==> src/rtl/seg_scan_ctrl.sv <==
// seg_scan_ctrl: eight-digit multiplexed seven-segment scan controller.
//
// Cycles through eight digits in SHOW/GUARD slots driven by an external
// digit-advance tick, with GUARD_CYC blanking cycles between digits to
// suppress ghosting. Display contents are loaded through a valid/ready
// handshake into a shadow register and copied into the active register only
// at the 7->0 wrap, so every frame shows one consistent load.
//
// Optional feature: define LEADING_ZERO_BLANK_EN to blank leading zero
// digits (digit 0 is always lit; a lit decimal point keeps its digit on).
//
// All outputs are registered; their next values are decoded from the
// next-state values so outputs line up with the state register.

module seg_scan_ctrl #(
    parameter int unsigned GUARD_CYC = 4
) (
    input  logic        clk,
    input  logic        reset,
    input  logic        tick,
    input  logic        en,
    input  logic        ld_valid,
    input  logic [31:0] ld_data,
    input  logic [7:0]  ld_dp,
    output logic        ld_ready,
    output logic [7:0]  an,
    output logic [6:0]  seg,
    output logic        dp,
    output logic [2:0]  digit_sel,
    output logic        frame_done
);

    typedef enum logic [1:0] {
        ST_OFF   = 2'd0,
        ST_GUARD = 2'd1,
        ST_SHOW  = 2'd2
    } state_t;

    localparam logic [3:0] GUARD_LAST = 4'(GUARD_CYC - 1);

    state_t      state_q, state_d;
    logic [3:0]  gcnt_q, gcnt_d;
    logic [2:0]  digit_q, digit_d;
    logic        frame_d;

    logic [31:0] act_data_q, act_data_d;
    logic [7:0]  act_dp_q, act_dp_d;
    logic [31:0] shd_data_q, shd_data_d;
    logic [7:0]  shd_dp_q, shd_dp_d;
    logic        pending_q, pending_d;

    logic [7:0]  lit;
    logic [7:0]  an_d;
    logic [6:0]  seg_d;
    logic        dp_d;

    logic [7:0]  an_q;
    logic [6:0]  seg_q;
    logic        dp_q;
    logic        frame_q;
    logic        ready_q;

    // Standard hex to active-low {g,f,e,d,c,b,a} segment pattern.
    function automatic logic [6:0] hex_to_seg(input logic [3:0] v);
        logic [6:0] s;
        case (v)
            4'h0:    s = 7'h40;
            4'h1:    s = 7'h79;
            4'h2:    s = 7'h24;
            4'h3:    s = 7'h30;
            4'h4:    s = 7'h19;
            4'h5:    s = 7'h12;
            4'h6:    s = 7'h02;
            4'h7:    s = 7'h78;
            4'h8:    s = 7'h00;
            4'h9:    s = 7'h10;
            4'hA:    s = 7'h08;
            4'hB:    s = 7'h03;
            4'hC:    s = 7'h46;
            4'hD:    s = 7'h21;
            4'hE:    s = 7'h06;
            default: s = 7'h0E;
        endcase
        return s;
    endfunction

    // Scan FSM, guard counter, digit index and load handshake next-state.
    always_comb begin
        state_d    = state_q;
        gcnt_d     = gcnt_q;
        digit_d    = digit_q;
        frame_d    = 1'b0;
        act_data_d = act_data_q;
        act_dp_d   = act_dp_q;
        shd_data_d = shd_data_q;
        shd_dp_d   = shd_dp_q;
        pending_d  = pending_q;

        // Accept a new load only while nothing is waiting for the wrap.
        if (ld_valid && !pending_q) begin
            shd_data_d = ld_data;
            shd_dp_d   = ld_dp;
            pending_d  = 1'b1;
        end

        if (!en) begin
            // Disable wins over everything; digit index is kept for resume.
            state_d = ST_OFF;
        end else begin
            case (state_q)
                ST_OFF: begin
                    state_d = ST_GUARD;
                    gcnt_d  = '0;
                end
                ST_GUARD: begin
                    if (gcnt_q == GUARD_LAST) begin
                        state_d = ST_SHOW;
                    end else begin
                        gcnt_d = gcnt_q + 4'd1;
                    end
                end
                ST_SHOW: begin
                    if (tick) begin
                        state_d = ST_GUARD;
                        gcnt_d  = '0;
                        digit_d = digit_q + 3'd1;
                        if (digit_q == 3'd7) begin
                            frame_d = 1'b1;
                            // Pending and new-load acceptance are exclusive,
                            // so the swap never races a shadow capture.
                            if (pending_q) begin
                                act_data_d = shd_data_q;
                                act_dp_d   = shd_dp_q;
                                pending_d  = 1'b0;
                            end
                        end
                    end
                end
                default: begin
                    state_d = ST_OFF;
                end
            endcase
        end
    end

    // Per-digit lit mask; leading-zero blanking scans from the top digit down.
    always_comb begin
        lit = '1;
`ifdef LEADING_ZERO_BLANK_EN
        begin
            logic upper_zero;
            upper_zero = 1'b1;
            for (int unsigned k = 7; k >= 1; k--) begin
                upper_zero = upper_zero && (act_data_d[{k[2:0], 2'b00} +: 4] == 4'h0);
                lit[k[2:0]] = !(upper_zero && !act_dp_d[k[2:0]]);
            end
        end
`endif
    end

    // Output decode from next-state values so registered outputs track state.
    always_comb begin
        an_d  = '1;
        seg_d = 7'h7F;
        dp_d  = 1'b1;
        if (state_d == ST_SHOW && lit[digit_d]) begin
            an_d[digit_d] = 1'b0;
            seg_d         = hex_to_seg(act_data_d[{digit_d, 2'b00} +: 4]);
            dp_d          = ~act_dp_d[digit_d];
        end
    end

    // State, data and output registers; reset discards all display data.
    always_ff @(posedge clk or posedge reset) begin
        if (reset) begin
            state_q    <= ST_GUARD;
            gcnt_q     <= '0;
            digit_q    <= '0;
            act_data_q <= '0;
            act_dp_q   <= '0;
            shd_data_q <= '0;
            shd_dp_q   <= '0;
            pending_q  <= 1'b0;
            an_q       <= '1;
            seg_q      <= 7'h7F;
            dp_q       <= 1'b1;
            frame_q    <= 1'b0;
            ready_q    <= 1'b1;
        end else begin
            state_q    <= state_d;
            gcnt_q     <= gcnt_d;
            digit_q    <= digit_d;
            act_data_q <= act_data_d;
            act_dp_q   <= act_dp_d;
            shd_data_q <= shd_data_d;
            shd_dp_q   <= shd_dp_d;
            pending_q  <= pending_d;
            an_q       <= an_d;
            seg_q      <= seg_d;
            dp_q       <= dp_d;
            frame_q    <= frame_d;
            ready_q    <= !pending_d;
        end
    end

    assign ld_ready   = ready_q;
    assign an         = an_q;
    assign seg        = seg_q;
    assign dp         = dp_q;
    assign digit_sel  = digit_q;
    assign frame_done = frame_q;

endmodule

==> config.mk <==
export PLATFORM = sky130hd
export DESIGN_NAME = seg_scan_ctrl
export DESIGN_NICKNAME = d
export VERILOG_FILES = /design/src/rtl/seg_scan_ctrl.sv
export SDC_FILE = /design/constraint.sdc
export NUM_CORES = 1
export LEC_CHECK = 0
export CAP_MARGIN = 20
export CORE_MARGIN = 4
export CORE_UTILIZATION = 30
export DETAILED_ROUTE_END_ITERATION = 10
export GPL_TIMING_DRIVEN = 0
export SLEW_MARGIN = 20
export SYNTH_ARGS = -nofsm -noshare
export SYNTH_HDL_FRONTEND = slang
export SYNTH_SLANG_ARGS = --single-unit
export TNS_END_PERCENT = 100
==> constraint.sdc <==
create_clock -name clk -period 4 [get_ports clk]
set_input_delay 0.6 -clock clk [delete_from_list [all_inputs] [get_ports clk]]
set_output_delay 0.6 -clock clk [all_outputs]
set_load 0.05 [all_outputs]
; ---- After elaboration in Yosys (flattened, before gate mapping)
; Memories as Yosys holds them, arrays and structs flattened.
; Index checks and enable logic that the tools add are counted.
[classes]
add_sub_neg = 2
order_cmp = 2
eq_ne = 7
shift = 1
n_mux = 38
n_bitwise = 2
n_reduce_logical = 8
[op_table]
columns = cell, count
row1 = 2-to-1 mux 32 bit, 5
row2 = 2-to-1 mux 8 bit, 6
row3 = indexed part select 32 x 6 -> 4 bit, 1
row4 = 2-to-1 mux 1 bit, 14
row5 = one-hot mux 4 bit (3 select lines), 1
row6 = 2-to-1 mux 3 bit, 3
row7 = 2-to-1 mux 4 bit, 2
row8 = NOT 8 bit, 1
row9 = 2-to-1 mux 7 bit, 1
row10 = 2-to-1 mux 2 bit, 3
row11 = one-hot mux 2 bit (3 select lines), 1
row12 = "adder 4 x 1 -> 4 bit, second input constant", 1
row13 = "equality test 2 bit, second input constant", 2
row14 = "equality test 4 x 2 -> 1 bit, second input constant", 1
row15 = "less-than comparator 3 x 4 -> 1 bit, second input constant", 1
row16 = "inequality test 2 bit, second input constant", 2
row17 = AND reduction 4 bit, 1
row18 = "adder 3 x 1 -> 3 bit, second input constant", 1
row19 = binary-select mux 1 bit (select 3 bit), 1
row20 = demux 1 bit (select 3 bit), 1
row21 = "equality test 3 bit, second input constant", 1
row22 = ">= comparator 3 x 1 -> 1 bit, second input constant", 1
row23 = logical AND 1 bit, 3
row24 = nonzero test 3 bit, 1
row25 = other kinds (4), 5
[totals]
register_bits = 108
rom_bits = 120
in_bits = 45
out_inout_bits = 21
wordCells = 75
n_memories = 2
[mem_list]
columns = memory, words, word_bits, read_ports, rd_clocked_by_memory_dff, wr, line_no
row1 = (name not given), 16, 7, 1, 0, 0, 66  ; case (v)
row2 = (name not given), 8, 1, 1, 0, 0, 166  ; if (state_d == ST_SHOW && lit[digit_d]) begin

; ---- Longest topological paths before layout
; Gate-level depths: netlist of the first run.
[depth]
depth_word = 10
ltp_mapped = 16

; ---- Worst setup path before layout of the first run
; Ideal clock, no wire load.
[synth_path]
path_type = reg-to-reg
from = register digit_q[0], in the netlist digit_sel[0]
to = register seg_q[1], in the netlist seg[1]
setup_ps = 84
arrival_time_ps = 3084
setup_slack_ps = 832
path_stages_with_launch = 14
n_path_buf = 3
path_cell_list = dfrtp_1 ha_1 ha_1 nand2_1 nor2_2 buf_6 buf_8 buf_6 mux2_4 a22oi_2 nand4_2 inv_2 ha_1 a221o_1
[synth_between]
elab_chain_len = 8
[synth_rtl]
columns = element, line_no
row1 = start: declaration, 43  ; logic [2:0] digit_q, digit_d;
row2 = start signal: assignment, 192  ; digit_q <= digit_d;
row3 = equality test 3 bit, 127  ; if (digit_q == 3'd7) begin
row4 = 2-to-1 mux 32 bit, 127
row5 = 2-to-1 mux 32 bit, 123  ; if (tick) begin
row6 = 2-to-1 mux 32 bit, 110  ; case (state_q)
row7 = 2-to-1 mux 32 bit, 106  ; if (!en) begin
row8 = named net act_data_d[1], 46  ; logic [31:0] act_data_q, act_data_d;
row9 = indexed part select 32 x 6 -> 4 bit, 168  ; seg_d = hex_to_seg(act_data_d[{digit_d, 2'b00} +: 4]);
row10 = memory read (16 x 7 bit), --
row11 = 2-to-1 mux 7 bit, 166
row12 = named net seg_d[1], 54  ; logic [6:0] seg_d;
row13 = end signal: assignment, 199  ; seg_q <= seg_d;
row14 = end: declaration, 58  ; logic [6:0] seg_q;
; The timed path passes the listed nets, and every way through them passes these cells. The select of a mux whose other input is x is not followed.
; A chain may end at the register's enable or synchronous reset.

; ---- Worst setup path after layout of the first run
[layout_path]
from = register digit_q[0], in the netlist digit_sel[0]
to = register seg_q[3], in the netlist seg[3]
; Same word-level chain as after synthesis.

==> key figures, run 1 <==
GRT
  • GRT Total Usage: about an eighth
  • First-pass GRT wire length: between 15 and 20 mm
  • Number of global-route vias before repair: roughly 3300
  • Pin count of the biggest net entering global routing: 67
  • GRT Residual Overflow: 0
  • Antenna violations before repair: 0

Setup path
  • Top cell by count, worst path: ha_1
  • Max incr delay on CP: ~510 ps
  • CP required: about 4300 ps
  • Worst path cell trace: ha_1 > ha_1 > nand2_1 > nor2_2 > buf_6 > buf_6 > mux2_2 > a22oi_1 > nand4_2 > inv_2 > ha_1 > inv_1 > mux2i_1 > nor3_1 > a31oi_1
  • CP delay by family, top: simple AND/OR/NAND/NOR gates
  • Slowest CP cell: dfrtp_1
  • Crit Path Category: reg -> reg
  • Crit path DAT: ~3700 ps
  • Worst Path Buf+Inv: 4
  • CP endpoint kind: flop
  • Crit start category: flop
  • Crit-path max FO: 10

STA
  • Clock Skew: ~8 ps
  • Worst-Margin Slew: 696 ps
  • Setup violators final: 0
  • Max Slew Vio Count: 0
  • Post-layout minimum cycle time: between 3000 and 4000 ps
  • RSZ-0062 raised after global routing: no
  • Hold slack: about 480 ps
  • Period utilization: between 80 and 90%
  • Slew headroom: between 50% and 60%
  • Final hold violation count: 0
  • FMAX: between 0.2 and 0.3 GHz

Clock network
  • H-tree depth: 3
  • Hold Buf Count CTS: 0
  • CTS tree: built
  • Post-CTS Setup Bufs: 0
  • Post-CTS Resized: 0
  • CTS Buffer Depth: 2
  • Clk_lat worst skew: between 300 and 400 ps
  • Clock sinks: approximately 110
  • Total CTS buffers: 9
  • CTS root buffer: clkbuf_16
  • Reg clk slew, reported paths: ~70 ps

Placed design
  • Post-detail-place hpwl: about 7.8 mm
  • Inst Count DP: about 640
  • Placer's final routability congestion estimate: ~0.76
  • # port buffers: 65

Floorplanning
  • Starting Density: a little under a third
  • Core Box Area: between 15000 and 20000 um^2
  • Die Height: 135 um
  • Die area: 18200 um^2
  • Die width: around 140 um
  • Ports: between 60 and 70
  • Site Rows: 46

Synth
  • Top-area cell type share of the netlist area: 46.5%
  • Post-synth cell types: roughly 50
  • Cell taking the most area after synthesis: dfrtp_1
  • Syn Inst Count: between 300 and 400
  • Post-synth EDFFs: 0
  • Primary FF master, synth: dfrtp_1
  • Count leader, synth: dfrtp_1
  • Async SR Flop Fraction: 100%
  • Commonest cells in the netlist: dfrtp_1, mux2_2, nand2_1, dfstp_2, inv_1
  • Yosys warnings: 0
  • Yosys reg bits: 108
  • Post-Syn Nets: just over 400
  • Synth area leaders: dfrtp_1, mux2_2, dfstp_2
  • Mapped Area: 4840 um^2
  • Share of the yosys chip area belonging to registers: a little under three fifths
  • Post-Syn Area per Cell: 13.6 um^2

Flow run
  • Max Cap Viol: 0

Finish
  • Finished Layout Cells: between 600 and 700
  • Fillers: approximately 1500
  • Layout area overhead: 25.6%
  • Share of cells above drive strength 1: between 30% and 40%
  • Fin nets: between 400 and 500
  • # diodes: 0

Drt
  • WL final: around 11 mm
  • Iter 0 DRT Violations: approximately 170
  • Number of nets with antenna violations after routing: 0
  • Vias/cell: between 4 and 5
  • TritonRoute pass-1 iters: 4
  • Wire per inst: ~16 um
  • Detailed-route DRC error count: 0
  • Routed via count: 2995

Status
  • Outcome: finished, final reports clean

Pwr
  • Power density cells: 384 nW/um^2
  • Leakage: approximately 0.0027 uW
  • Power Total: roughly 2300 uW
  • IR drop worst, VDD: 234 uV

Worst hold path
  • HP Class: reg -> reg
==> worst reg2reg max path, stage by stage, from the launching register on <==
cell,delay [ps]
dfrtp_1,510
ha_1,200
ha_1,180
nand2_1,110
nor2_2,200
buf_6,180
buf_6,170
mux2_2,350
a22oi_1,280
nand4_2,250
inv_2,150
ha_1,230
inv_1,80
mux2i_1,150
nor3_1,60
a31oi_1,180
==> metal layers <==
metal | up-vias | track usage [%] | routed length [um] | share of wire (%)
met5 | - | 0 | 0 | 0
met4 | 0 | 4.54 | 166 | 1.6
met3 | 15 | 3.69 | 471 | 4.4
met2 | 55 | 20.0 | 5100 | 48
met1 | 1506 | 16.2 | 4870 | 46
li1 | 1419 | - | - | -
==> registers in the layout, summed over array words and instances, names as in the netlist <==
signal / count
act_data_q: 32
shd_data_q: 32
act_dp_q: 8
an: 8
shd_dp_q: 8
seg: 7
gcnt_q: 4
digit_sel: 3
state_q: 2
dp: 1
frame_done: 1
ld_ready: 1
pending_q: 1
==> cells by family (layout without fill, tap and decap cells) <==
family / count (synthesis) / after routing / synth area share (%)
XOR/XNOR: 1 / 1 / 0.568
multiplexers: 86 / 86 / 20.5
adder cells (fa/ha/maj): 9 / 9 / 2.33
buffers and inverters: 30 / 112 / 3.41
flip-flops: 108 / 108 / 56.3
AND/OR/NAND/NOR: 67 / 67 / 7.91
AO/OA/AOI/OAI: 56 / 56 / 9.07
==> final timing paths <==
check,cells past startpoint,start,endpoint,slack (ps)
max in group asynchronous,3,reset,an[3],2690
max reg2reg,15,digit_sel[0],seg[3],630
max,15,digit_sel[0],seg[3],630
min reg2reg,2,act_dp_q[2],act_dp_q[2],480
min in group asynchronous,2,reset,shd_data_q[28],630
min,2,act_dp_q[2],act_dp_q[2],480
==> placed cells by master (no fill, tap or decap), types with 2 or more instances in the layout <==
cell,count
dfrtp_1,90
mux2_2,72
clkdlybuf4s50_1,65
nand2_1,19
dfstp_2,18
inv_1,15
nor2_1,13
a21oi_1,11
ha_1,9
clkbuf_16,9
and2_1,8
o21ai_0,8
a22oi_2,7
nand2b_1,6
buf_6,5
mux2i_1,5
mux2_4,5
a22oi_1,5
o21ai_1,5
clkbuf_1,4
nand3_1,4
mux2i_2,4
nor2b_1,3
inv_2,3
a21o_1,3
nor3_1,3
clkinv_2,3
clkbuf_8,3
a21boi_0,2
o31ai_1,2
nand4_2,2
a221o_1,2
==> power breakdown <==
part           internal, uW  switching [uW]
clock                   470             384
sequential             1160            42.7
combinational           138             145
total                  1760             571
==> per-stage QoR <==
step,TNS [ps],utilization [%],worst slack [ps],cell area [um^2]
floorplan,0,-,584,4840
finish,0,38.4,627,6080
CTS,0,38.4,573,6080
global placement,-85470,36.4,-957,5760
detailed placement,0,36.6,229,5800
global route,0,38.4,340,6080
==> cell type report <==
type	instances	area, um^2	area share, %
Sequential cell	108	2730	44.8
Multi-Input combinational cell	219	1950	32.1
Timing Repair Buffer	66	678	11.1
Tap cell	216	270	4.44
Clock buffer	12	267	4.38
Buffer	11	93.8	1.54
Inverter	19	76.3	1.25
Clock inverter	4	21.3	0.350
No activity file was read; power rests on OpenSTA's default activity.
==> run 2: changes to the inputs <==
Clock period 4 ns to 3.2 ns, I/O delays scaled along.
==> run 2 against run 1 <==
First-iteration DRC count increased by 17%; fmax increased by 13%; setup slack got worse by 410 ps; register-to-register slack got worse by 410 ps; design area increased by 2.6%; die area unchanged; clock power increased by 36%; global-route usage decreased by 0.31 points; combinational power increased by 30%; flip-flop and latch count unchanged; sequential share of layout area decreased by 1.1 points; clock-buffer cell count increased by 1; critical path type unchanged.
==> key figures, run 2 (synthesis gave the netlist of run 1 again) <==
Floorplanning
  • Core Box Area: around 16000 um^2
  • Ports: 66
  • Die width: 135 um
  • Die area: roughly 18000 um^2
  • Site Rows: 46
  • Die Height: around 140 um
  • Starting Density: between 30% and 40%

Pwr
  • Comb pwr share: between 10% and 20%
  • IR drop worst, VDD: about 260 uV
  • Net Switching: 715 uW
  • Sequential share of power: around half
  • Clock power frac: about two fifths
  • Leakage: about 0.0027 uW
  • Power density cells: about 480 nW/um^2
  • Int Power: between 2000 and 2500 uW
  • Net Sw Frac: a little under a quarter

Drt
  • Vias/cell: between 4 and 5
  • Wire per inst: 16.1 um
  • Iter 0 DRT Violations: around 200
  • Routed via count: around 3000
  • Number of nets with antenna violations after routing: 0
  • TritonRoute pass-1 iters: 4
  • Detailed-route DRC error count: 0
  • WL final: ~11 mm

Finish
  • Share of cells above drive strength 1: a little over a third
  • # diodes: 0
  • Multi-input gate area: between 1500 and 2000 um^2
  • Fin nets: 497
  • Register Area: approximately 2700 um^2
  • Commonest non-fill, non-tap cell in the layout: dfrtp_1
  • Most frequent cells in the layout: dfrtp_1, mux2_2, clkdlybuf4s50_1
  • Biggest regs: act_data_q: 32 flops, shd_data_q: 32 flops
  • Fillers: ~1500
  • Layout area overhead: 28.9%

STA
  • Clock Skew: 5.60 ps
  • Slew headroom: 54.0%
  • RSZ-0062 raised after global routing: no
  • Final worst slack: approximately 220 ps
  • Worst-Margin Slew: around 690 ps
  • Final hold violation count: 0
  • Period utilization: a little over 90%
  • Max Slew Vio Count: 0
  • Setup violators final: 0
  • Setup TNS: 0 ps
  • FMAX: 0.335 GHz
  • Post-layout minimum cycle time: approximately 3000 ps

GRT
  • GRT Residual Overflow: 0
  • Antenna violations before repair: 0
  • First-pass GRT wire length: 17.0 mm
  • Number of global-route vias before repair: between 3000 and 4000
  • GRT Total Usage: about an eighth
  • Pin count of the biggest net entering global routing: 37

Placed design
  • Post-detail-place hpwl: slightly below 8 mm
  • Placer's final routability congestion estimate: around 0.77
  • # port buffers: between 60 and 70
  • Pre-CTS setup slack: -390 ps

Flow run
  • Max Cap Viol: 0

Setup path
  • Crit start category: flop
  • Worst path cell trace: ha_1 > ha_2 > nand2_2 > nor2_4 > buf_8 > buf_8 > buf_8 > mux2_4 > a22oi_2 > nand4_4 > inv_2 > ha_2 > inv_1 > mux2i_1 > nor3_1 > a31oi_1
  • CP endpoint kind: flop
  • CP delay by family, top: buffers and inverters
  • Crit Path Category: reg -> reg
  • Slowest CP cell: dfrtp_2
  • Crit path DAT: approximately 3300 ps
  • Top cell by count, worst path: buf_8
  • Crit-path max FO: 10
  • Worst Path Buf+Inv: 5
  • Max incr delay on CP: between 400 and 500 ps
  • CP required: 3470 ps

Clock network
  • CTS Buffer Depth: 2
  • CTS root buffer: clkbuf_16
  • Clk_lat worst skew: around 350 ps
  • Clock sinks: about 110
  • H-tree depth: 3
  • CTS tree: built
  • Hold Buf Count CTS: 0
  • Reg clk slew, reported paths: 70 ps
  • Total CTS buffers: 9

Status
  • Outcome: finished, final reports clean

Worst hold path
  • HP Class: reg -> reg
## run 2: final timing paths
check / startpoint / to / slack, ps / cells past startpoint
min in group asynchronous: reset / shd_data_q[11] / 520 / 2
max in group asynchronous: reset / an[7] / 1910 / 4
hold reg to reg: act_dp_q[2] / act_dp_q[2] / 480 / 2
hold / removal: act_dp_q[2] / act_dp_q[2] / 480 / 2
setup / recovery: digit_sel[1] / seg[3] / 220 / 16
setup reg to reg: digit_sel[1] / seg[3] / 220 / 16
## run 2: area by class of cell
type	instances	share of cell area, %
well taps	216	4.33
inverters	19	1.20
repair buffers	75	12.4
clock inverters	3	0.661
flip-flops and latches	108	43.7
clock buffers	13	4.35
multi-input cells	219	31.8
plain buffers	11	1.62
## run 2: power by group through the flow
stage	Clock, uW	Sequential (uW)	Combinational, uW
finish	1160	1490	366
global route	1240	1500	407
floorplan	0	1530	207
global placement	0	1520	342
CTS	1200	1490	373
detailed placement	0	1520	360
## run 2: repair_timing
action / 4_1_cts / 5_1_grt
setup endpoints to repair: 3 / 4
pin swaps: 1 / 2
resized for setup: 4 / 8
setup buffers: 1 / 6
gates cloned: 0 / 0
## run 2: worst min-delay path, delay by kind of cell, from the launching register on
family / cells / cell delay, ps
buf+inv: 1 / 50
flops: 1 / 320
mux: 1 / 70
## run 2: stage by stage
stage | total power (uW) | std cells | hold WS (ps) | area (um^2) | utilization [%]
after floorplan | 1730 | 357 | 446 | 4850 | -
after global placement | 1860 | 638 | 462 | 5770 | 36.4
after detailed placement | 1880 | 641 | 465 | 5840 | 36.9
after CTS | 3060 | 658 | 481 | 6170 | 39.0
after global routing | 3150 | 664 | 505 | 6240 | 39.5
final | 3020 | 664 | 477 | 6240 | 39.5
## run 2: metal layers
metal  track usage [%]  wire, um  part of all wire (%)  vias up
li1                  -         -                     -     1438
met1              15.8      4950                    46     1495
met4              3.92       151                   1.4        0
met2              19.6      5100                    48       55
met5                 0         0                     0        -
met3              3.73       461                   4.3       11
